`config.mk`:
```
export PLATFORM = sky130hd
export DESIGN_NAME = fetch_stage
export DESIGN_NICKNAME = d
export VERILOG_FILES = /design/src/rtl/fetch_stage_pkg.sv /design/src/rtl/fetch_stage.sv
export SDC_FILE = /design/constraint.sdc
export NUM_CORES = 1
export LEC_CHECK = 0
export ABC_AREA = 0
export CAP_MARGIN = 20
export CORE_MARGIN = 2
export CORE_UTILIZATION = 52
export CTS_CLUSTER_DIAMETER = 100
export CTS_CLUSTER_SIZE = 28
export DETAILED_ROUTE_END_ITERATION = 16
export GPL_TIMING_DRIVEN = 1
export PLACE_DENSITY = 0.84
export SLEW_MARGIN = 30
export SYNTH_ARGS = -nofsm -noshare
export SYNTH_HDL_FRONTEND = slang
export SYNTH_SLANG_ARGS = --single-unit
```
`constraint.sdc`:
```
create_clock -name i_clk -period 3.05 [get_ports i_clk]
set_input_delay 0.61 -clock i_clk [delete_from_list [all_inputs] [get_ports i_clk]]
set_output_delay 0.61 -clock i_clk [all_outputs]
set_load 0.01 [all_outputs]
```
`src/rtl/fetch_stage_pkg.sv`:
```
// Shared types and constants for the fetch stage: state encoding,
// the bubble instruction and the default boot address.
package fetch_stage_pkg;

    typedef enum logic [1:0] {
        S_EMPTY = 2'b00,
        S_READ  = 2'b01,
        S_HOLD  = 2'b10
    } fetch_state_t;

    localparam logic [31:0] NOP_INST         = 32'h0000_0000;
    localparam logic [31:0] DEFAULT_RESET_PC = 32'h0000_0000;

    // Sequential next PC; wraps modulo 2^32.
    function automatic logic [31:0] pc_plus4(input logic [31:0] pc);
        return pc + 32'd4;
    endfunction

    // Force a byte address onto a word boundary.
    function automatic logic [31:0] word_align(input logic [31:0] pc);
        return {pc[31:2], 2'b00};
    endfunction

endpackage

```
`src/rtl/fetch_stage.sv`:
```
// Front pipeline stage: owns the PC, issues reads to a 1-cycle-latency
// instruction memory and parks the returned word in a one-entry skid
// register while decode is stalled. A flush redirects to redirect_pc.
module fetch_stage
    import fetch_stage_pkg::*;
#(
    parameter logic [31:0] RESET_PC       = DEFAULT_RESET_PC,
    parameter int          IMEM_ADDR_BITS = 11
) (
    input  logic                      i_clk,
    input  logic                      i_reset,
    input  logic                      decode_stall,
    input  logic                      decode_flush,
    input  logic [31:0]               redirect_pc,
    output logic                      imem_en,
    output logic [IMEM_ADDR_BITS-1:0] imem_addr,
    input  logic [31:0]               imem_rdata,
    output logic [31:0]               fetch_pc,
    output logic [31:0]               fetch_inst,
    output logic                      fetch_valid
);

    logic [31:0]  issue_pc_q,  issue_pc_d;
    logic [31:0]  rd_pc_q,     rd_pc_d;
    logic [31:0]  skid_pc_q,   skid_pc_d;
    logic [31:0]  skid_inst_q, skid_inst_d;
    fetch_state_t state_q,     state_d;

    // Byte address handed to memory this cycle; only the word bits leave.
    logic [31:0]  imem_pc;
    logic         imem_req;
    logic [31:0]  target_pc;

    assign target_pc = word_align(redirect_pc);

    // Present the instruction selected by the current state (no path from stall/flush).
    always_comb begin
        fetch_valid = 1'b0;
        fetch_pc    = 32'h0;
        fetch_inst  = NOP_INST;
        case (state_q)
            S_HOLD: begin
                fetch_valid = 1'b1;
                fetch_pc    = skid_pc_q;
                fetch_inst  = skid_inst_q;
            end
            S_READ: begin
                fetch_valid = 1'b1;
                fetch_pc    = rd_pc_q;
                fetch_inst  = imem_rdata;
            end
            default: begin
                fetch_valid = 1'b0;
                fetch_pc    = 32'h0;
                fetch_inst  = NOP_INST;
            end
        endcase
    end

    // Next-state and memory request: flush beats stall beats advance.
    always_comb begin
        issue_pc_d  = issue_pc_q;
        rd_pc_d     = rd_pc_q;
        skid_pc_d   = skid_pc_q;
        skid_inst_d = skid_inst_q;
        state_d     = state_q;
        imem_req    = 1'b0;
        imem_pc     = issue_pc_q;

        if (decode_flush) begin
            imem_req    = 1'b1;
            imem_pc     = target_pc;
            rd_pc_d     = target_pc;
            issue_pc_d  = pc_plus4(target_pc);
            state_d     = S_READ;
            skid_pc_d   = 32'h0;
            skid_inst_d = NOP_INST;
        end else if (decode_stall) begin
            case (state_q)
                // Memory output may change after this cycle, so grab it now.
                S_READ: begin
                    skid_pc_d   = rd_pc_q;
                    skid_inst_d = imem_rdata;
                    state_d     = S_HOLD;
                end
                S_HOLD:  state_d = S_HOLD;
                S_EMPTY: state_d = S_EMPTY;
                default: state_d = S_EMPTY;
            endcase
        end else begin
            imem_req   = 1'b1;
            imem_pc    = issue_pc_q;
            rd_pc_d    = issue_pc_q;
            issue_pc_d = pc_plus4(issue_pc_q);
            state_d    = S_READ;
        end
    end

    // Requests are suppressed while reset is held so memory sees nothing.
    assign imem_en   = imem_req & i_reset;
    assign imem_addr = imem_pc[IMEM_ADDR_BITS+1:2];

    // Address bits that memory never sees, collected only to keep them tidy.
    logic unused_addr_bits;
    assign unused_addr_bits = ^{imem_pc[31:IMEM_ADDR_BITS+2], imem_pc[1:0], redirect_pc[1:0]};

    // State registers; reset drops straight to the bubble.
    always_ff @(posedge i_clk or negedge i_reset) begin
        if (!i_reset) begin
            issue_pc_q  <= RESET_PC;
            rd_pc_q     <= 32'h0;
            skid_pc_q   <= 32'h0;
            skid_inst_q <= NOP_INST;
            state_q     <= S_EMPTY;
        end else begin
            issue_pc_q  <= issue_pc_d;
            rd_pc_q     <= rd_pc_d;
            skid_pc_q   <= skid_pc_d;
            skid_inst_q <= skid_inst_d;
            state_q     <= state_d;
        end
    end

endmodule
```
==> flow_summary_export.csv <==
group,metric,value,unit
synth,async_flop_share,1.00,
clock_tree,clk_pin_slew_worst_paths,0.05,ns
floorplan,core.rowCount,42,
critical_path,arrival,2.28,ns
clock_tree,cts_root_buf,"clkbuf_16",
worst_hold_path,worst_hold_path_type,"reg2reg",
floorplan,die_h,120,um
route,drtAntennaViolNets,0,
critical_path,critPathBufInv,3,
cells_and_area,final_nets,958,
critical_path,cp_top_family,"buffers and inverters",
grt,grt_pass1_wl,29.7,mm
floorplan,io_pins,145,
floorplan,initial_utilization,0.529,
power,leakage,3.87,nW
cells_and_area,syn_to_final_growth,32.0,%
cells_and_area,fin_util,0.698,
timing,finalCritPeriodShare,0.948,
synth,ys_types,47,
synth,synth_area,6940,sq um
synth,synth_enable_flop_cells,0,
critical_path,start_kind,"flip-flop",
placement,place_inst,1043,
grt,grt_max_degree,80,
grt,antenna_found_initial,0,
critical_path,required,2.44,ns
route,drc,0,
timing,relSlewSlack,0.432,
clock_tree,cts_max_level,4,
floorplan,die-area,14300,sq um
synth,post_synth_main_area_contributors,"dfrtp_1 45%, a22oi_1 7.4%, mux2i_1 6.2%",
timing,period_needed,2.89,ns
route,drt-wirelength-per-cell,16.6,um
critical_path,cp_max_fo,23,
clock_tree,clockBufferDepth,2,
synth,synth_seq_cells,124,
synth,synth_area_per_cell,9.02,sq um
critical_path,crit_start,"state_q[0]",
grt,grt-ovfl-total,0,
placement,hpwlAfterDp,12.1,mm
cells_and_area,drive_gt1_frac,0.0867,
placement,gp_congestion,0.928,
worst_hold_path,hold_start,"skid_pc_q[20]",
timing,slew_violations,0,
timing,fmax,0.346,GHz
route,drt_iter0_drc,499,
critical_path,crit_path_end_kind,"output port",
run,maxCapViolations,0,
synth,yosys_warnings,0,
synth,seq_area_frac_synth,0.447,
critical_path,crit_type,"reg2out",
timing,worstMarginPinSlew,0.852,ns
route,num_vias,6244,
clock_tree,cts_tree,"yes",
synth,synth.top_cell.area_share,0.447,
timing,clock-skew-final,0.00622,ns
critical_path,max_stage_delay,0.55,ns
route,drt-total-wl,17.9,mm
power,powerDensity,569,nW/um^2
timing,fin_setup_tns,0,ns
floorplan,die_w,120,um
critical_path,critPathSlowestCell,"clkdlybuf4s50_1",
route,drtPass1Iterations,5,
clock_tree,post-cts-setup-buffers,0,
power,finalPower,5.22,mW
timing,rsz0062_at_grt,"no",
cells_and_area,fin_cells,1076,
run_status,status,"finished, final reports clean",
power,vdd_ir_drop_max,0.358,mV
clock_tree,insertion_delay,0.41,ns
critical_path,r2r_start,"issue_pc_q[2]",
timing,hold_viol_final,0,
synth,synth_top_cell_by_area,"dfrtp_1",
timing,setup_viol,0,
critical_path,worstPathCellList,"inv_1 -> ha_4 -> buf_4 -> a22oi_1 -> nor2_1 -> clkdlybuf4s50_1",
placement,port_buffers,140,
clock_tree,cts_sinks,124,
grt,grt_pass1_vias,5932,
clock_tree,cts_buffers,17,
floorplan,core_area,13100,sq um
cells_and_area,n_antenna_cell,0,
synth,synth_ff_type,"dfrtp_1",
grt,grt.total_usage,0.255,
route,via_per_inst,5.80,
synth,netlist_instances,770,
[logic make-up (layout without fill, tap and decap cells)]
family          Yosys count  in the layout  synth area share
flops                   124            124             0.447
buf+inv                  85            214            0.0551
compound gates          188            188             0.188
fa+ha+maj                 3              3           0.00541
mux                      48             48            0.0701
simple gates            277            277             0.178
xor+xnor                 44             44            0.0555
other cells               1              2          0.000540
[through the flow]
stage | hold WS [ns] | setup WS, ns | cell area [sq um]
after floorplan | 0.314 | 0.0628 | 6950
after global placement | 0.413 | 0.126 | 8480
after detailed placement | 0.412 | 0.0652 | 8480
after CTS | 0.508 | 0.0516 | 9140
after global routing | 0.518 | 0.0294 | 9160
final | 0.502 | 0.160 | 9160
[worst register-to-register path, cell delays in order, from the launching register on]
cell       delay (ns)
dfrtp_1          0.36
mux2_2           0.18
ha_1             0.23
nand4_1          0.13
o22ai_2          0.24
nand4_2          0.29
a2111oi_2        0.46
xnor2_1          0.17
mux2i_1          0.09
[cell usage after synthesis (all sizes together) (2+ instances only)]
cell type    n
a222oi       2
o22ai        2
and3         2
xor2        16
and2         5
nor2b        2
nand4       13
dfrtp      124
ha           3
nor4         2
a21oi       48
a22oi       68
nand2b       3
xnor2       28
inv         12
nand3b       8
o21ai       24
nand3       14
a2111oi      3
nor2       109
mux2         5
a22o        31
buf         27
nand2      104
o31ai        2
nor3         7
clkbuf      45
nand4b       7
mux2i       43
[cells in the final DEF (no fill, tap or decap), types with 3 or more instances in the layout]
cell type | netlist | routed
a2111oi_2 | 3 | 3
a21oi_1 | 48 | 48
a22o_1 | 31 | 31
a22oi_1 | 68 | 68
and2_1 | 5 | 5
buf_12 | 0 | 3
buf_4 | 13 | 26
bufinv_16 | 0 | 5
clkbuf_16 | 0 | 17
clkdlybuf4s50_1 | 0 | 137
clkinv_2 | 0 | 4
clkinvlp_4 | 0 | 3
dfrtp_1 | 124 | 124
inv_1 | 12 | 12
mux2_2 | 5 | 5
mux2i_1 | 43 | 43
nand2_1 | 104 | 104
nand2b_1 | 3 | 3
nand3_1 | 14 | 14
nand3b_1 | 8 | 8
nand4_1 | 10 | 10
nand4b_1 | 7 | 7
nor2_1 | 109 | 108
nor3_1 | 7 | 7
o21ai_0 | 24 | 24
xnor2_1 | 28 | 28
xor2_1 | 16 | 16
[power breakdown]
part | internal, mW | switching, mW
clock network | 1.49 | 0.706
registers | 1.81 | 0.152
logic | 0.533 | 0.532
total | 3.83 | 1.39
[metal layers]
layer,track usage,share of wire
met1,0.366,0.45
met2,0.394,0.47
met3,0.0485,0.067
met4,0.0809,0.017
met5,0,0
[what timing repair did]
item                                   4_1_cts  5_1_grt
endpoints found under the hold margin        2        0
setup endpoints to repair                    0       27
hold buffers                                 1        0
gates resized for setup                      0        3
[flip-flops by register name (all words and copies together), names as in the netlist]
name and cells:
skid_inst_q 32, state_q 2, rd_pc_q 30, issue_pc_q 30, skid_pc_q 30
[area by class of cell]
cell class,count,area [sq um]
tap,176,220
clock buffer,20,457
clock inverter,12,193
fill,979,3970
inverter,13,48.8
timing repair buffer,169,1650
multi-input combinational,562,3490
sequential,124,3100
[path summary, 6_finish.rpt]
| check | endpoint | slack [ns] | cells past startpoint |
|---|---|---|---|
| min in group asynchronous | issue_pc_q[2] | 0.53 | 2 |
| hold / removal | skid_pc_q[20] | 0.50 | 1 |
| setup / recovery | fetch_inst[31] | 0.16 | 6 |
| max in group asynchronous | skid_inst_q[18] | 1.50 | 3 |
| setup reg to reg | issue_pc_q[28] | 0.77 | 8 |
| hold reg to reg | skid_pc_q[20] | 0.50 | 1 |
Note: power is estimated with default switching activity, not from simulation.
